==> config.mk <==
export PLATFORM = sky130hd
export DESIGN_NAME = dispatch_pulse
export DESIGN_NICKNAME = d
export VERILOG_FILES = /design/src/rtl/dispatch_pulse.sv
export SDC_FILE = /design/constraint.sdc
export NUM_CORES = 1
export LEC_CHECK = 0
export CORE_ASPECT_RATIO = 0.8
export CORE_MARGIN = 4
export CORE_UTILIZATION = 50
export CTS_CLUSTER_SIZE = 25
export DETAILED_ROUTE_END_ITERATION = 8
export GPL_ROUTABILITY_DRIVEN = 0
export MAX_ROUTING_LAYER = met4
export PLACE_DENSITY = 0.73
export SLEW_MARGIN = 20
export SYNTH_ARGS = -nofsm -noshare
export SYNTH_HDL_FRONTEND = slang
export SYNTH_SLANG_ARGS = --single-unit
==> constraint.sdc <==
create_clock -name clk -period 3.7 [get_ports clk]
set_input_delay 0.74 -clock clk [delete_from_list [all_inputs] [get_ports clk]]
set_output_delay 0.74 -clock clk [all_outputs]
set_load 0.05 [all_outputs]
==> src/rtl/dispatch_pulse.sv <==
// 1-to-TOTAL dispatcher: tagged input words are steered into per-destination FIFOs,
// each drained by its own rdy/stb pulse handshake. Words that cannot be accepted are dropped and counted.
module dispatch_pulse #(
    parameter int TOTAL = 4,
    parameter int WIDTH = 8,
    parameter int DEPTH = 2
) (
    input  logic                     clk,
    input  logic                     rst_n,
    input  logic                     in_stb,
    input  logic [$clog2(TOTAL)-1:0] in_dest,
    input  logic [WIDTH-1:0]         in_data,
    output logic                     in_rdy,
    input  logic [TOTAL-1:0]         out_rdy,
    output logic [TOTAL-1:0]         out_stb,
    output logic [TOTAL*WIDTH-1:0]   out_data,
    output logic [TOTAL-1:0]         busy,
    output logic                     overflow,
    output logic [7:0]               drop_cnt
);
    localparam int DEST_W = $clog2(TOTAL);
    localparam int PTR_W  = $clog2(DEPTH);
    localparam int CNT_W  = PTR_W + 1;
    localparam int SLOTS  = 1 << DEST_W;

    logic [TOTAL-1:0] w_full;
    logic [SLOTS-1:0] w_accept_mask;
    logic             w_drop;
    logic             r_overflow;
    logic [7:0]       r_drop_cnt;

    // Index codes beyond TOTAL-1 stay 0 in the mask, so out-of-range destinations are never ready.
    always_comb begin
        w_accept_mask = '0;
        w_accept_mask[TOTAL-1:0] = ~w_full;
    end

    assign in_rdy = w_accept_mask[in_dest];
    assign w_drop = in_stb & ~in_rdy;

    for (genvar i = 0; i < TOTAL; i++) begin : g_dest
        logic [DEPTH*WIDTH-1:0] r_mem;
        logic [PTR_W-1:0]       r_wptr;
        logic [PTR_W-1:0]       r_rptr;
        logic [CNT_W-1:0]       r_count;
        logic [WIDTH-1:0]       r_hold;
        logic                   w_push;
        logic                   w_pop;
        logic                   w_busy;
        logic [WIDTH-1:0]       w_head;

        assign w_busy    = (r_count != '0);
        assign w_full[i] = (r_count == CNT_W'(DEPTH));
        assign w_push    = in_stb & in_rdy & (in_dest == DEST_W'(i));
        assign w_pop     = w_busy & out_rdy[i];
        assign w_head    = r_mem[WIDTH*int'(r_rptr) +: WIDTH];

        assign busy[i]                    = w_busy;
        assign out_stb[i]                 = w_pop;
        // r_hold keeps the last popped word visible once the FIFO runs empty.
        assign out_data[WIDTH*i +: WIDTH] = w_busy ? w_head : r_hold;

        always_ff @(posedge clk or negedge rst_n) begin
            if (!rst_n) begin
                r_mem   <= '0;
                r_wptr  <= '0;
                r_rptr  <= '0;
                r_count <= '0;
                r_hold  <= '0;
            end else begin
                if (w_push) begin
                    r_mem[WIDTH*int'(r_wptr) +: WIDTH] <= in_data;
                    r_wptr <= r_wptr + PTR_W'(1);
                end
                if (w_pop) begin
                    r_rptr <= r_rptr + PTR_W'(1);
                    r_hold <= w_head;
                end
                case ({w_push, w_pop})
                    2'b10:   r_count <= r_count + CNT_W'(1);
                    2'b01:   r_count <= r_count - CNT_W'(1);
                    default: r_count <= r_count;
                endcase
            end
        end
    end

    always_ff @(posedge clk or negedge rst_n) begin
        if (!rst_n) begin
            r_overflow <= 1'b0;
            r_drop_cnt <= '0;
        end else if (w_drop) begin
            r_overflow <= 1'b1;
            if (r_drop_cnt != 8'hFF) begin
                r_drop_cnt <= r_drop_cnt + 8'd1;
            end
        end
    end

    assign overflow = r_overflow;
    assign drop_cnt = r_drop_cnt;

endmodule

== Word level (Yosys, flattened, before mapping) ==
Index checks and enable logic that the tools add are counted.

* Add/subtract/negate cells: 21
* Multiply operators: 0
* Div/mod/pow operators: 0
* Magnitude comparators: 1
* Equality and inequality tests: 16
* Shift-type cells: 12
* Multiplexer cells: 14
* Bitwise gates (word level): 12
* Reduce and logical (&&, ||, !) cells: 10

{| class="wikitable"
|+ Operators by type and width
! cell !! number
|-
| 4-bit negator with 33-bit output || 4
|-
| 8-bit by 33-bit variable shift with 16-bit output, first input constant || 4
|-
| 8-bit by 33-bit indexed part select with 16-bit output || 4
|-
| 16-bit bitwise mux || 4
|-
| 16-bit by 5-bit indexed part select with 8-bit output || 4
|-
| 8-bit two-way mux || 4
|-
| 2-bit == test, second input constant || 10
|-
| 2-bit one-hot mux with 2 select lines || 4
|-
| 2-bit nonzero test || 8
|-
| 1-bit AND || 10
|-
| 2-bit by 1-bit == test with 1-bit output, second input constant || 5
|-
| 1-bit adder, second input constant || 8
|-
| 2-bit by 1-bit adder with 2-bit output, second input constant || 4
|-
| 8-bit by 1-bit adder with 8-bit output, second input constant || 1
|-
| 8-bit != test, second input constant || 1
|-
| 2-bit by 1-bit subtractor with 2-bit output, second input constant || 4
|-
| 4-bit NOT || 1
|-
| 2-bit by 3-bit less-than comparator with 1-bit output, second input constant || 1
|-
| 1-bit binary-select mux with 2-bit select || 1
|-
| 2-bit zero test || 1
|-
| 2-bit AND reduction || 1
|-
| 1-bit two-way mux || 1
|-
| 1-bit NOT || 1
|}

* Register bits: 121
* Bits in latches: 0
* Bits in writable memories: 0
* Memory bits (read-only): 0
* Output and inout port bits: 50
* Word-level logic and storage cells: 108
* Memories: 0

== Depth between registers and ports, before layout ==
* Depth after elaboration: 8
* Gate-level depth with buffers: 9
* Depth with buffers taken out: 7

== Worst setup path before layout ==
OpenSTA, ideal clock, no wires.

* Path type: register -> output
* Start: register g_dest[2].r_count[0]
* End: output port out_data[22]
* Arrival: 1868 ps
* Data required time: 2960 ps
* Path slack: 1092 ps
* Stages on the path, launching flop included: 6
* Path buffers: 2
* Cell sequence: dfrtp_1 > or2_2 > clkbuf_1 > buf_1 > nor2_1 > a21oi_1

* Cells in the longest elaborated chain, start to end: 2

{| class="wikitable"
|+ RTL lines
! what !! RTL line !! text
|-
| start: declaration || 45 || <nowiki>logic [CNT_W-1:0] r_count;</nowiki>
|-
| start signal: assignment || 80 || <nowiki>2'b10: r_count <= r_count + CNT_W'(1);</nowiki>
|-
| start signal: assignment || 81 || <nowiki>2'b01: r_count <= r_count - CNT_W'(1);</nowiki>
|-
| start signal: assignment || 82 || <nowiki>default: r_count <= r_count;</nowiki>
|-
| 2-bit nonzero test || 52 || <nowiki>assign w_busy = (r_count != '0);</nowiki>
|-
| via g_dest[2].w_busy || 49 || <nowiki>logic w_busy;</nowiki>
|-
| 8-bit two-way mux || 61 || <nowiki>assign out_data[WIDTH*i +: WIDTH] = w_busy ? w_head : r_hold;</nowiki>
|-
| end: declaration || 16 || <nowiki>output logic [TOTAL*WIDTH-1:0] out_data,</nowiki>
|}

The timed path passes the listed nets, and every way through them passes these cells.

== Worst setup path after layout ==
* Start: register g_dest[0].r_count[0]
* End: output port out_data[1]

* Cells in the longest elaborated chain, start to end: 2

{| class="wikitable"
|+ RTL lines
! what !! RTL line
|-
| start: declaration || 45
|-
| start signal: assignment || 80
|-
| start signal: assignment || 81
|-
| start signal: assignment || 82
|-
| 2-bit nonzero test || 52
|-
| 8-bit two-way mux || 61
|}

Every way passes these cells.

==> reports/results.env <==
CTS.HTREE.LEVELS=4
DETAILEDPLACEMENTHPWL_UM=7690
YOSYS_WARNINGS=0
VIA_COUNT=3545
WORSTPATHARRIVAL_NS=2.33
DP_CELLS=646
SYNTH_LARGEST_TYPE_AREA_FRACTION_PCT=55.6
GRT-OVFL-TOTAL=0
TIMING.CRITICAL_PATH.FROM_TYPE='flop'
FINAL_CRITICAL_PERIOD_NS=3.07
SYNTH.DISTINCT_CELLS=35
CTS_HOLD_BUFFERS=0
SYNTHFLOPTYPE='sky130_fd_sc_hd__dfrtp_1'
MULTI_INPUT_AREA_UM2=2240
POST-ROUTE-UTIL_PCT=64.7
SYNTH_TOP_FAMILY_BY_AREA='multiplexers'
SYNTH-SEQ-AREA-SHARE_PCT=55.6
GRT_MAX_DEGREE=67
SYNTH.FF_LATCH_COUNT=121
SYNTH-SIMPLE-AREA-SHARE_PCT=9.24
HOLD_VIOL=0
POST_SYNTH_INST_COUNT=463
MIN_PERIOD_OVER_PERIOD_PCT=83.1
GRT_ANTENNA_BEFORE_REPAIR=0
SLEW_VIOL_FINAL=0
SYNTHMOSTINSTANTIATEDCELL='sky130_fd_sc_hd__dfrtp_1'
CLKLATENCYLATEPIN_NS=0.40
CORE-AREA_UM2=10400
DRIVE_GT1_SHARE_PCT=20.8
ENDPOINT_KIND='primary output'
SYN_TO_FINAL_GROWTH_PCT=24.1
CLK_PIN_SLEW_WORST_PATHS_NS=0.05
TIMING_WORST_SETUP_PATH_TYPE='reg2out'
YS_TOP_CELLS_BY_AREA='sky130_fd_sc_hd__dfrtp_1 56%, sky130_fd_sc_hd__mux2_2 12%, sky130_fd_sc_hd__mux2i_1 5.9%'
MAX_CLOCK_FREQ_GHz=0.325
STATUS='finished, final reports clean'
CRITICAL_PATH.CELL_CHAIN='or2_2, a21oi_1, clkdlybuf4s50_1'
MAPPEDNETLISTNETS=485
DRT_PRE_ANTENNA_ITERS=4
POST_DRT_WL_PER_CELL_UM=16.8
CRITICAL_PATH.MAX_STAGE_DELAY_NS=0.84
SYNTH_ADDER_AREA_SHARE_PCT=1.15
WORSTPATHMAXFANOUT=18
SETUP_TNS_FINAL_NS=0
GRT_SETUP_UNREPAIRED='false'
NUMBER_OF_GLOBAL_ROUTE_VIAS_BEFORE_REPAIR=3819
FILLERS=843
CTS.SINK_COUNT=121
SYNTH_TOP_CELL_BY_AREA='sky130_fd_sc_hd__dfrtp_1'
FLOORPLAN.INITIALDENSITY_PCT=52.1
YOSYS-TOP-CELLS-COUNT='121 x sky130_fd_sc_hd__dfrtp_1, 56 x sky130_fd_sc_hd__mux2_2, 39 x sky130_fd_sc_hd__nand2_1'
FLOORPLAN.DIE.WIDTH_UM=125
DRT.ANTENNA.VIOLATING_NETS=0
NNETSFINAL=547
CPMAXSTAGEDELAYCELL='sky130_fd_sc_hd__clkdlybuf4s50_1'
POSTSYNTH.ASYNCRESETSHARE_PCT=100
WORST_CLOCK_SKEW_NS=0.00625
FINAL-INSTANCE-COUNT-EXCL-FILL=678
GR-USAGE-ALL-LAYERS_PCT=19.9
SETUP_VIOL=0
ROUTE.DETAILED.DRC=0
DRT_ITER0_DRC=160
CLOCK_BUFFERS_CREATED_BY_TRITONCTS=17
NUM_ROWS=33
POSTROUTEWIRELENGTH_UM=11400
TIGHTESTPINTRANSITION_NS=0.825
MAX-SLEW-MARGIN-REL_PCT=45.0
REGTOREGSETUPSLACK_NS=1.67
SYNTH_COMPOUND_GATE_AREA_SHARE_PCT=6.23
PIN_COUNT=67
CTS_RESIZED=0
CTS.REPAIR_TIMING.SETUP_BUFFER_COUNT=0
CP.REQUIRED_NS=2.96
MUXSHAREOFSYNTHAREA_PCT=20.3
TIMING.MAX_CAP.VIOLATIONS=0
DIE_AREA_UM2=12600
CLOCKROOTBUFFER='sky130_fd_sc_hd__clkbuf_16'
SYNTH_XOR_XNOR_AREA_SHARE_PCT=4.18
MIN-DELAY-PATH-CLASS='in2async'
TRITONCTS='yes'
POST_DRT_VIA_CELL_RATIO=5.23
SYN_AVG_CELL_AREA_UM2=11.8
SYNTH_ENABLE_FLOP_CELLS=0
NUM_ANTENNA_CELLS=0
SYN-CELL-AREA_UM2=5450
GRT_FIRST_PASS_WIRELENGTH_UM=19200
MAX-CLOCK-PATH-BUFFERS=2
DIE_Y_UM=101
NUMPORTBUFFERS=66
SEQCELLAREA_UM2=3030
[worst paths after layout]
check                                             to            startpoint  depth (start not counted)
worst min register to register  g_dest[1].r_count[1]  g_dest[1].r_count[1]                          1
min in group clk                g_dest[1].r_count[1]  g_dest[1].r_count[1]                          1
worst min-delay path             g_dest[2].r_hold[7]                 rst_n                          1
max in group asynchronous                drop_cnt[3]                 rst_n                          2
worst max register to register   g_dest[3].r_mem[11]  g_dest[3].r_count[1]                          4
worst max-delay path                     out_data[1]  g_dest[0].r_count[0]                          3
[metal layers]
layer  routed length (um)  track usage [%]
met4                   64             5.05
met2                 5540             31.9
met3                  382             5.32
met5                    0                -
met1                 5380             25.6
[final cells by class]
type / instances / share of cell area, %
flip-flops and latches: 121 / 44.8
multi-input cells: 306 / 33.1
repair buffers: 71 / 10.6
clock buffers: 24 / 7.42
well taps: 140 / 2.59
clock inverters: 8 / 1.00
inverters: 8 / 0.444
[cell usage in the layout, fill, tap and decap left out, types with 7 or more instances in the layout]
cell / count
sky130_fd_sc_hd__dfrtp_1: 121
sky130_fd_sc_hd__clkdlybuf4s50_1: 64
sky130_fd_sc_hd__mux2_2: 56
sky130_fd_sc_hd__nand2_1: 39
sky130_fd_sc_hd__nor2_1: 37
sky130_fd_sc_hd__a21oi_1: 33
sky130_fd_sc_hd__mux2i_1: 32
sky130_fd_sc_hd__o21ai_0: 32
sky130_fd_sc_hd__xnor2_1: 21
sky130_fd_sc_hd__clkbuf_16: 17
sky130_fd_sc_hd__mux2_4: 8
sky130_fd_sc_hd__inv_1: 7
[critical path: cells and delay by family (launching register included)]
family          cells  cell delay, ns
buf+inv             1            0.84
simple gates        1            0.45
compound gates      1            0.22
flops               1            0.43
[flip-flops by register name, indices dropped and copies added (netlist names)]
name	count
overflow	1
g_dest.r_mem	64
g_dest.r_count	8
drop_cnt	8
g_dest.r_wptr	4
g_dest.r_hold	32
g_dest.r_rptr	4
[cells by family after synthesis]
group | after synthesis
buffers and inverters | 36
muxes | 98
AOI/OAI and AO/OA | 67
adders and majority gates | 5
DFF | 121
xor gates and xnor gates | 26
and+or+nand+nor | 110
[through the flow]
stage                     area (um2)  hold WS (ns)  setup WS (ns)
after floorplan                 5450         0.444           1.09
after global placement          6190         0.454          0.721
after detailed placement        6190         0.452          0.692
after CTS                       6760         0.466          0.592
after global routing            6760         0.499          0.491
final                           6760         0.446          0.625
Power is left out: the tool's default activity adds up to more than one toggle a clock period on the data nets, which glitch-free logic cannot reach.
